$ cat src/rtl/obstacle_ranger_pkg.sv
// Shared types and constants for the ultrasonic ranging front end.
package ranger_pkg;

    // Every counter in the ranger is this wide; all timing parameters must fit.
    localparam int RNG_W = 23;

    // Defaults for a 100 MHz clock.
    localparam int DEF_PERIOD_CYCLES  = 6_000_000;  // 60 ms ranging period
    localparam int DEF_TRIG_CYCLES    = 1_000;      // 10 us trigger pulse
    localparam int DEF_TIMEOUT_CYCLES = 3_000_000;  // 30 ms echo window
    localparam int DEF_THRESH_CYCLES  = 87_000;     // ~15 cm near threshold
    localparam int DEF_N_CONFIRM      = 3;          // readings to flip obs_det

    typedef enum logic [2:0] {
        IDLE      = 3'd0,
        TRIG      = 3'd1,
        WAIT_RISE = 3'd2,
        MEASURE   = 3'd3,
        DONE      = 3'd4
    } state_t;

    localparam logic [RNG_W-1:0] CNT_ONE = RNG_W'(1);

    // Increment that sticks at all-ones instead of wrapping.
    function automatic logic [RNG_W-1:0] sat_inc(input logic [RNG_W-1:0] v);
        return (&v) ? v : v + CNT_ONE;
    endfunction

endpackage

$ cat src/rtl/obstacle_ranger_if.sv
// Sensor pins plus measurement results of the obstacle ranger.
//
// Handshake: meas_valid is a valid-only strobe with no ready. It is high for
// exactly one clock; echo_cycles, timeout and obs_det change on the edge that
// raises it and stay stable until the next strobe. Consumers must capture on
// that cycle; there is no back-pressure.
interface obstacle_ranger_if;
    import ranger_pkg::*;

    logic             echo;         // raw sensor echo, asynchronous to clk
    logic             trig;         // sensor trigger
    logic             obs_det;      // 0 = obstacle confirmed, 1 = clear
    logic [RNG_W-1:0] echo_cycles;  // last echo width, 0 after a timeout
    logic             meas_valid;   // one-cycle update strobe
    logic             timeout;      // last measurement timed out
    state_t           state;        // FSM state, debug visibility

    // Ranger side: drives trigger and results, receives the echo.
    modport master (
        input  echo,
        output trig, obs_det, echo_cycles, meas_valid, timeout, state
    );

    // Sensor / consumer side.
    modport slave (
        output echo,
        input  trig, obs_det, echo_cycles, meas_valid, timeout, state
    );

endinterface

$ cat src/rtl/obstacle_ranger_sync_2ff.sv
// Two-flop single-bit synchronizer, clears to 0 on reset.
module sync_2ff (
    input  logic clk,
    input  logic rst,
    input  logic d_i,
    output logic q_o
);

    logic meta_q;
    logic sync_q;

    // Capture the asynchronous input and let the first stage settle.
    always_ff @(posedge clk or posedge rst) begin
        if (rst) begin
            meta_q <= 1'b0;
            sync_q <= 1'b0;
        end else begin
            meta_q <= d_i;
            sync_q <= meta_q;
        end
    end

    assign q_o = sync_q;

endmodule

$ cat src/rtl/obstacle_ranger.sv
// Ultrasonic ranging front end: periodic trigger, echo width timing,
// near/far classification with N-reading confirmation into obs_det.
module obstacle_ranger
    import ranger_pkg::*;
#(
    parameter int PERIOD_CYCLES  = DEF_PERIOD_CYCLES,
    parameter int TRIG_CYCLES    = DEF_TRIG_CYCLES,
    parameter int TIMEOUT_CYCLES = DEF_TIMEOUT_CYCLES,
    parameter int THRESH_CYCLES  = DEF_THRESH_CYCLES,
    parameter int N_CONFIRM      = DEF_N_CONFIRM
) (
    input  logic              clk,
    input  logic              rst,
    obstacle_ranger_if.master rng
);

    localparam logic [RNG_W-1:0] PERIOD_LAST  = RNG_W'(PERIOD_CYCLES - 1);
    localparam logic [RNG_W-1:0] TRIG_LAST    = RNG_W'(TRIG_CYCLES - 1);
    localparam logic [RNG_W-1:0] TIMEOUT_LAST = RNG_W'(TIMEOUT_CYCLES - 1);
    localparam logic [RNG_W-1:0] THRESH       = RNG_W'(THRESH_CYCLES);
    localparam logic [3:0]       N_CONF       = 4'(N_CONFIRM);

    // The whole trigger + echo window must finish before the period wraps,
    // so IDLE is the only state that ever sees the wrap.
    generate
        if (TRIG_CYCLES + TIMEOUT_CYCLES + 4 >= PERIOD_CYCLES) begin : g_bad_period
            $error("obstacle_ranger: TRIG_CYCLES + TIMEOUT_CYCLES + 4 must be < PERIOD_CYCLES");
        end
        if (PERIOD_CYCLES >= (1 << RNG_W) || TRIG_CYCLES < 1 || TIMEOUT_CYCLES < 1
            || THRESH_CYCLES >= (1 << RNG_W)) begin : g_bad_range
            $error("obstacle_ranger: timing parameters must be positive and below 2^23");
        end
        if (N_CONFIRM < 1 || N_CONFIRM > 15) begin : g_bad_confirm
            $error("obstacle_ranger: N_CONFIRM must be in 1..15");
        end
    endgenerate

    logic echo_s;

    sync_2ff u_echo_sync (
        .clk (clk),
        .rst (rst),
        .d_i (rng.echo),
        .q_o (echo_s)
    );

    state_t           state_q, state_d;
    logic [RNG_W-1:0] pcnt_q;
    logic [RNG_W-1:0] tcnt_q, tcnt_d;      // trigger length, then timeout timer
    logic [RNG_W-1:0] wcnt_q, wcnt_d;      // echo width
    logic             fin_to;              // entering DONE because of timeout
    logic             trig_q;
    logic             obs_q, obs_d;
    logic [RNG_W-1:0] echo_cyc_q, echo_cyc_d;
    logic             mvalid_q, mvalid_d;
    logic             timeout_q, timeout_d;
    logic [3:0]       run_q, run_d, run_inc;
    logic             near;

    // Free-running period counter; its wrap schedules every trigger.
    always_ff @(posedge clk or posedge rst) begin
        if (rst) begin
            pcnt_q <= '0;
        end else if (pcnt_q == PERIOD_LAST) begin
            pcnt_q <= '0;
        end else begin
            pcnt_q <= pcnt_q + CNT_ONE;
        end
    end

    // Next-state logic: trigger, wait for echo, time it, or give up.
    always_comb begin
        state_d = state_q;
        tcnt_d  = tcnt_q;
        wcnt_d  = wcnt_q;
        fin_to  = 1'b0;
        case (state_q)
            IDLE: begin
                if (pcnt_q == PERIOD_LAST) begin
                    state_d = TRIG;
                    tcnt_d  = '0;
                end
            end
            TRIG: begin
                if (tcnt_q == TRIG_LAST) begin
                    state_d = WAIT_RISE;
                    tcnt_d  = '0;
                end else begin
                    tcnt_d = tcnt_q + CNT_ONE;
                end
            end
            WAIT_RISE: begin
                tcnt_d = tcnt_q + CNT_ONE;
                if (tcnt_q == TIMEOUT_LAST) begin
                    state_d = DONE;
                    fin_to  = 1'b1;
                end else if (echo_s) begin
                    // A stale echo that is already high counts as the rise.
                    state_d = MEASURE;
                    wcnt_d  = CNT_ONE;
                end
            end
            MEASURE: begin
                tcnt_d = tcnt_q + CNT_ONE;
                if (tcnt_q == TIMEOUT_LAST) begin
                    state_d = DONE;
                    fin_to  = 1'b1;
                end else if (echo_s) begin
                    wcnt_d = sat_inc(wcnt_q);
                end else begin
                    state_d = DONE;
                end
            end
            DONE: begin
                state_d = IDLE;
            end
            default: begin
                state_d = IDLE;
            end
        endcase
    end

    // Result and confirm logic, evaluated on the edge that enters DONE so the
    // outputs change together with the meas_valid strobe.
    always_comb begin
        mvalid_d   = 1'b0;
        echo_cyc_d = echo_cyc_q;
        timeout_d  = timeout_q;
        obs_d      = obs_q;
        run_d      = run_q;
        near       = 1'b0;
        run_inc    = run_q + 4'd1;
        if (state_d == DONE) begin
            mvalid_d   = 1'b1;
            echo_cyc_d = fin_to ? '0 : wcnt_q;
            timeout_d  = fin_to;
            near       = !fin_to && (wcnt_q < THRESH);
            // obs_det is active low, so a near reading disagrees when obs_q is 1.
            if (near == obs_q) begin
                if (run_inc == N_CONF) begin
                    obs_d = ~obs_q;
                    run_d = '0;
                end else begin
                    run_d = run_inc;
                end
            end else begin
                run_d = '0;
            end
        end
    end

    // FSM and measurement counters.
    always_ff @(posedge clk or posedge rst) begin
        if (rst) begin
            state_q <= IDLE;
            tcnt_q  <= '0;
            wcnt_q  <= '0;
        end else begin
            state_q <= state_d;
            tcnt_q  <= tcnt_d;
            wcnt_q  <= wcnt_d;
        end
    end

    // Registered outputs; reset clears them asynchronously, dropping trig at once.
    always_ff @(posedge clk or posedge rst) begin
        if (rst) begin
            trig_q     <= 1'b0;
            obs_q      <= 1'b1;
            echo_cyc_q <= '0;
            mvalid_q   <= 1'b0;
            timeout_q  <= 1'b0;
            run_q      <= '0;
        end else begin
            trig_q     <= (state_d == TRIG);
            obs_q      <= obs_d;
            echo_cyc_q <= echo_cyc_d;
            mvalid_q   <= mvalid_d;
            timeout_q  <= timeout_d;
            run_q      <= run_d;
        end
    end

    assign rng.trig        = trig_q;
    assign rng.obs_det     = obs_q;
    assign rng.echo_cycles = echo_cyc_q;
    assign rng.meas_valid  = mvalid_q;
    assign rng.timeout     = timeout_q;
    assign rng.state       = state_q;

endmodule

$ cat src/flat_wrapper.sv
// flat-port wrapper written by rule: the top's interface ports become plain ports
module obstacle_ranger_flat import ranger_pkg::*;
#(
    parameter int PERIOD_CYCLES  = DEF_PERIOD_CYCLES,
    parameter int TRIG_CYCLES    = DEF_TRIG_CYCLES,
    parameter int TIMEOUT_CYCLES = DEF_TIMEOUT_CYCLES,
    parameter int THRESH_CYCLES  = DEF_THRESH_CYCLES,
    parameter int N_CONFIRM      = DEF_N_CONFIRM
)
  (clk, rst, rng_echo, rng_trig, rng_obs_det, rng_echo_cycles, rng_meas_valid, rng_timeout, rng_state);
  obstacle_ranger_if rng_i ();
  input  logic clk;
  input  logic rst;
  input wire logic [$bits(rng_i.echo)-1:0] rng_echo;
  output wire logic [$bits(rng_i.trig)-1:0] rng_trig;
  output wire logic [$bits(rng_i.obs_det)-1:0] rng_obs_det;
  output wire logic [$bits(rng_i.echo_cycles)-1:0] rng_echo_cycles;
  output wire logic [$bits(rng_i.meas_valid)-1:0] rng_meas_valid;
  output wire logic [$bits(rng_i.timeout)-1:0] rng_timeout;
  output wire logic [$bits(rng_i.state)-1:0] rng_state;
  assign rng_i.echo = rng_echo;
  assign rng_trig = rng_i.trig;
  assign rng_obs_det = rng_i.obs_det;
  assign rng_echo_cycles = rng_i.echo_cycles;
  assign rng_meas_valid = rng_i.meas_valid;
  assign rng_timeout = rng_i.timeout;
  assign rng_state = rng_i.state;
  obstacle_ranger #(.PERIOD_CYCLES(PERIOD_CYCLES), .TRIG_CYCLES(TRIG_CYCLES), .TIMEOUT_CYCLES(TIMEOUT_CYCLES), .THRESH_CYCLES(THRESH_CYCLES), .N_CONFIRM(N_CONFIRM)) u_core (.clk(clk), .rst(rst), .rng(rng_i));
endmodule
$ cat config.mk
export PLATFORM = sky130hd
export DESIGN_NAME = obstacle_ranger_flat
export DESIGN_NICKNAME = d
export VERILOG_FILES = /design/src/rtl/obstacle_ranger_pkg.sv /design/src/rtl/obstacle_ranger_if.sv /design/src/rtl/obstacle_ranger_sync_2ff.sv /design/src/rtl/obstacle_ranger.sv /design/src/flat_wrapper.sv
export SDC_FILE = /design/constraint.sdc
export NUM_CORES = 1
export LEC_CHECK = 0
export ABC_AREA = 1
export BUFFER_PORTS_ARGS = -buffer_cell sky130_fd_sc_hd__buf_2
export CAP_MARGIN = 40
export CORE_MARGIN = 3
export CORE_UTILIZATION = 60
export CTS_CLUSTER_SIZE = 25
export DETAILED_ROUTE_END_ITERATION = 6
export GPL_TIMING_DRIVEN = 0
export PLACE_DENSITY = 0.8
export SETUP_SLACK_MARGIN = 0.5
export SYNTH_ARGS = -nofsm -noshare
export SYNTH_HDL_FRONTEND = slang
export SYNTH_SLANG_ARGS = --single-unit
$ cat constraint.sdc
create_clock -name clk -period 4.2 [get_ports clk]
set_input_delay 0.21 -clock clk [delete_from_list [all_inputs] [get_ports clk]]
set_output_delay 0.21 -clock clk [all_outputs]
set_load 0.03 [all_outputs]
# After elaboration in Yosys (flattened, before gate mapping)
# Index checks and enable logic that the tools add are counted.
totals:
  regBits: 105
  out_inout_bits: 30
  input_bits: 3
classes:
  eq_ne: 16
  n_lt_le_gt_ge: 1
  n_addsub: 4
  n_mux: 23
  reduce_logical: 10
  bitwise: 1
ops:
  columns: ["op", "n"]
  rows:
  - ["two-way mux 23 bit", 9]
  - ["adder 23 x 1 -> 23 bit, second input constant", 3]
  - ["case mux 23 bit (3 select lines)", 1]
  - ["case mux 23 bit (2 select lines)", 1]
  - ["== test 23 x 10 -> 1 bit, second input constant", 1]
  - ["== test 23 x 22 -> 1 bit, second input constant", 1]
  - ["== test 23 bit, second input constant", 1]
  - ["< comparator 23 x 17 -> 1 bit, second input constant", 1]
  - ["AND reduction 23 bit", 1]
  - ["two-way mux 3 bit", 6]
  - ["case mux 3 bit (4 select lines)", 1]
  - ["inequality test 2 bit, second input constant", 5]
  - ["two-way mux 4 bit", 2]
  - ["== test 3 x 1 -> 1 bit, second input constant", 2]
  - ["== test 3 x 2 -> 1 bit, second input constant", 2]
  - ["AND reduction 6 bit", 1]
  - ["adder 4 x 1 -> 4 bit, second input constant", 1]
  - ["== test 4 x 2 -> 1 bit, second input constant", 1]
  - ["== test 3 bit, second input constant", 1]
  - ["zero test 3 bit", 1]
  - ["two-way mux 1 bit", 3]
  - ["AND reduction 3 bit", 1]
  - ["nonzero test 3 bit", 1]
  - ["inequality test 2 x 1 -> 1 bit, second input constant", 1]
  - ["other kinds (7)", 7]

# Longest topological paths before layout
depth:
  ltp_word: 7
  mapped_depth: 12
  ltp_nobuf: 12

# By module
# From an unflattened synthesis, not the netlist that was laid out.
unflattened:
  hier_cells: 837
  area_unflattened_um2: 6130.9
by_module_without_submodules:
  columns: ["module", "cells_each", "instances", "area_each_um2"]
  rows:
  - ["obstacle_ranger", 834, 1, 6077.1]
  - ["sync_2ff", 3, 1, 53.8]

# Worst setup path after synthesis
# Ideal clock, no wire load.
synth_timing:
  path_type: "register to register"
  startpoint: "register u_core.tcnt_q[0]"
  endpoint: "register u_core.echo_cyc_q[0], in the netlist u_core.rng.echo_cycles[0]"
  path_buffers: 1
  slack_ns: 2.464
  path_stages_with_launch: 12
  required_ns: 4.082
  arrival_ns: 1.618
  setup_ns: 0.118
  path_cell_list: "dfrtp_1 ha_1 nand2_1 nor2_4 nand4_1 nor2_1 nand3_2 nand2_4 inv_4 buf_6 nand2_1 nand2_1"
synth_between:
  elab_chain_cells: 4
  elab_cells_between_ends: 10
  classes_between: "3 x eq/ne; 7 x mux"
synth_rtl:
  columns: ["element", "line_no", "rtl"]
  rows:
  - ["start, declared", "obstacle_ranger.sv:49", "logic [RNG_W-1:0] tcnt_q, tcnt_d;"]
  - ["start signal, assigned", "obstacle_ranger.sv:160", "tcnt_q <= tcnt_d;"]
  - ["== test 23 x 22 -> 1 bit or == test 23 x 10 -> 1 bit (tied branches)", "obstacle_ranger.sv:94, obstacle_ranger.sv:105, obstacle_ranger.sv:85", null]
  - ["two-way mux 3 bit (on tied branches)", "obstacle_ranger.sv:105, obstacle_ranger.sv:85, obstacle_ranger.sv:94", null]
  - ["case mux 3 bit (4 select lines) *", "obstacle_ranger.sv:77", "case (state_q)"]
  - ["named net u_core.state_d[2]", "obstacle_ranger.sv:47", "state_t state_q, state_d;"]
  - ["== test 3 bit *", "obstacle_ranger.sv:133", "if (state_d == DONE) begin"]
  - ["end signal, assigned", "obstacle_ranger.sv:177", "echo_cyc_q <= echo_cyc_d;"]
  - ["end, declared", "obstacle_ranger.sv:54", "logic [RNG_W-1:0] echo_cyc_q, echo_cyc_d;"]
# Mark *: on every way through the listed nets, which the timed path passes. The rest lies on a longest branch.
# A chain may end at the register's enable or synchronous reset.

# Worst setup path after layout
layout_timing:
  startpoint: "register u_core.wcnt_q[0]"
  endpoint: "register u_core.wcnt_q[16]"
layout_between:
  elab_chain_cells: 5
  elab_cells_between_ends: 8
  classes_between: "1 x add/sub; 1 x eq/ne; 4 x mux; 2 x reduce/logical"
layout_rtl:
  columns: ["element", "line_no", "rtl"]
  rows:
  - ["start, declared", "obstacle_ranger.sv:50", "logic [RNG_W-1:0] wcnt_q, wcnt_d;"]
  - ["start signal, assigned", "obstacle_ranger.sv:161", "wcnt_q <= wcnt_d;"]
  - ["adder 23 x 1 -> 23 bit", "obstacle_ranger_pkg.sv:26", "return (&v) ? v : v + CNT_ONE;"]
  - ["two-way mux 23 bit", "obstacle_ranger_pkg.sv:26", null]
  - ["two-way mux 23 bit", "obstacle_ranger.sv:108", "end else if (echo_s) begin"]
  - ["two-way mux 23 bit", "obstacle_ranger.sv:105", "if (tcnt_q == TIMEOUT_LAST) begin"]
  - ["case mux 23 bit (2 select lines)", "obstacle_ranger.sv:77", null]
# Parallel ways exist; a longest one is shown, timed or not. The select of a mux whose other input is x is not followed.

==> impl_metrics.py <==
metrics = {
    "setup_path": {
        "end_kind": "flip-flop",
        "max_stage_delay_ns": 0.50,
        "startpoint": "u_core.wcnt_q[0]",
        "arrival_ns": 2.57,
        "crit_chain": "ha_1 > nand2_1 > nor2_1 > nand2_1 > nor3_1 > xor2_1 > nor2_1 > nand2_1 > o21ai_1",
        "rr_startpoint": "u_core.wcnt_q[0]",
        "path_class": "flip-flop to flip-flop",
        "cp_top_family": "simple AND/OR/NAND/NOR gates",
        "crit_top_cell": "nand2_1",
        "crit_path_max_fanout": 7,
        "path_buf_inv": 0,
        "cp-start-kind": "flip-flop",
        "cp_slowest_cell": "dfrtp_1",
        "cp.required_ns": 4.48,
    },
    "timing": {
        "max_slew_margin_pct": 61.8,
        "fin_setup_tns_ns": 0,
        "max_freq_mhz": 437,
        "setup_viol": 0,
        "tightest_slew_ns": 0.573,
        "hold_violations": 0,
        "drv_slew": 0,
        "post-route-period-util_pct": 54.5,
        "rsz0062_at_grt": "no",
        "period_needed_ns": 2.29,
        "finClkSkew_ns": 0.0118,
    },
    "power_and_ir_drop": {
        "total_power_w": 0.00164,
        "power.leakage_nw": 3.45,
        "p_per_area_nw_per_um2": 242,
        "ir_drop_uv": 277,
    },
    "cts": {
        "clk_latency_ns": 0.39,
        "cts_tree": "yes",
        "post_cts_buffers": 0,
        "h-tree-depth": 3,
        "clk_pin_slew_ns": 0.10,
        "clkSinkCount": 105,
        "cts_buffers": 9,
        "root_buffer": "clkbuf_8",
        "clk_path_buf_depth": 2,
    },
    "logic_synthesis": {
        "synthTopCellsByArea": "dfrtp_1 42%, nand2_1 15%, nand3_1 8.2%, nor2_1 6.5%, inv_1 5.0%",
        "synth-warning-count": 0,
        "ys_types": 42,
        "dominantRegCellSynth": "dfrtp_1",
        "synth.cell_area_um2": 6210,
        "yosysTopAreaCell": "dfrtp_1",
        "synth_area_per_cell_um2": 7.31,
        "synth_fp_nets": 858,
        "async_reset_ff_share_pct": 100,
        "synth-edff-count": 0,
        "ys_ff_latch": 105,
        "netlist_instances": 850,
        "synth_seq_area_share_pct": 42.3,
        "synth.top_cell.area_share_pct": 41.9,
    },
    "detailed_routing": {
        "drt_first_iter_violations": 496,
        "drc": 0,
        "viasPerCell": 5.58,
        "routed_wl_um": 16000,
        "ant_nets": 0,
        "vias": 5774,
        "dr.pass1.iters": 5,
        "wire_per_inst_um": 15.5,
    },
    "global_route": {
        "grt_max_degree": 67,
        "grt_usage_pct": 29.2,
        "antenna_found_initial": 0,
        "grt-ovfl-total": 0,
        "first_global_vias": 5722,
        "grt_pass1_wl_um": 26900,
    },
    "layout": {
        "layout_commonest_cell": "nand2_1",
        "nets": 904,
        "fill_cells": 881,
        "antenna_cells": 0,
        "synthToLayoutAreaGrowth_pct": 8.94,
        "drive_gt1_share_pct": 10.2,
        "multi_input_area_um2": 3100,
        "layout_common_cells": "241 x nand2_1, 107 x nor2_1, 104 x dfrtp_1, 102 x nand3_1, 82 x inv_1",
        "seqCellArea_um2": 2630,
        "stdcell_count": 1034,
    },
    "run_status": {
        "status": "completed",
    },
    "die": {
        "pin_count": 33,
        "fp.dieArea_um2": 11600,
        "row_count": 36,
        "start_util_pct": 62.7,
        "core_um2": 9910,
        "fp.dieW_um": 108,
        "die_height_um": 108,
    },
    "placed_design": {
        "finalWeightedCongestion": 0.973,
        "port_buffers": 32,
        "place_hpwl_um": 12000,
        "dpl.cell_count": 1016,
    },
    "flow_run": {
        "maxCapViolCount": 0,
    },
    "min_path": {
        "hold_start": "u_core.u_echo_sync.meta_q",
        "min_path_type": "flip-flop to flip-flop",
    },
}
-- cells in the mapped netlist (3+ instances only) --
master / number
buf_6: 4
buf_2: 12
o21ai_0: 22
a21oi_1: 7
nor2_1: 107
inv_2: 4
nand2_1: 241
clkbuf_1: 7
or2_2: 3
xor2_1: 30
xnor2_1: 8
nand3b_1: 6
nor3_2: 4
o21bai_1: 4
nor3_1: 15
nor4_1: 7
nand4_1: 23
inv_1: 83
ha_1: 5
o21ai_1: 10
o211ai_1: 13
dfrtp_1: 104
nand3_1: 102
nor3b_1: 3
-- flip-flops by register name, summed over array words and instances, names as in the netlist --
signal                     count
u_core.rng.state               3
u_core.wcnt_q                 23
u_core.run_q                   4
u_core.rng.echo_cycles        23
u_core.rng.timeout             1
u_core.rng.trig                1
u_core.pcnt_q                 23
u_core.u_echo_sync.q_o         1
u_core.rng.meas_valid          1
u_core.u_echo_sync.meta_q      1
u_core.tcnt_q                 23
u_core.rng.obs_det             1
-- cells by family after synthesis --
group | Yosys count | synth area share [%]
xor gates and xnor gates | 38 | 5.36
and+or+nand+nor | 524 | 37.5
buffers and inverters | 115 | 7.85
adders and majority gates | 5 | 1.01
AOI/OAI and AO/OA | 63 | 6.02
DFF | 105 | 42.3
-- final cells by class --
cell class	instances	share of cell area (%)
buffer	27	2.29
clock buffer	9	1.83
clock inverter	7	0.813
inverter	88	4.95
multi-input combinational	630	45.8
sequential	105	38.8
tap	133	2.46
timing repair buffer	35	3.07
-- power by group --
part	total, W	switching [W]	leakage [nW]	internal (W)
sequential	0.00101	0.000000607	1.44	0.00101
combinational	0.0000251	0.0000203	1.91	0.00000480
clock	0.000599	0.000377	0.0915	0.000222
total	0.00164	0.000398	3.45	0.00124
-- metrics by stage --
| step | worst slack [ns] | utilization, % | hold slack (ns) | cell area (um2) |
|---|---|---|---|---|
| after CTS | 1.95 | 68.3 | 0.361 | 6770 |
| after floorplan | 1.23 | - | 0.241 | 6210 |
| after global placement | 0.124 | 66.0 | 0.321 | 6540 |
| final | 1.91 | 68.3 | 0.359 | 6770 |
| after detailed placement | 1.99 | 66.3 | 0.289 | 6570 |
| after global routing | 1.75 | 68.3 | 0.365 | 6770 |
-- layer usage --
| layer | part of all wire (%) | track usage (%) |
|---|---|---|
| met1 | 42 | 36.2 |
| met2 | 50 | 50.3 |
| met5 | 0 | 0 |
| met4 | 2.7 | 11.2 |
| met3 | 5.3 | 5.82 |
-- path summary, 6_finish.rpt --
kind / cells past startpoint / slack, ns / end
worst min-delay path: 0 / 0.36 / u_core.u_echo_sync.q_o
worst max-delay path: 9 / 1.91 / u_core.wcnt_q[16]
min in group asynchronous: 3 / 0.41 / u_core.rng.echo_cycles[2]
worst max register to register: 9 / 1.91 / u_core.wcnt_q[16]
max in group asynchronous: 4 / 3.04 / u_core.rng.obs_det
worst min register to register: 0 / 0.36 / u_core.u_echo_sync.q_o
-- timing repair --
item                      4_1_cts  5_1_grt
hold endpoints to repair       40        0
hold buffers                    2        0
gates resized for setup         0        0
No activity file was read; power rests on OpenSTA's default activity.
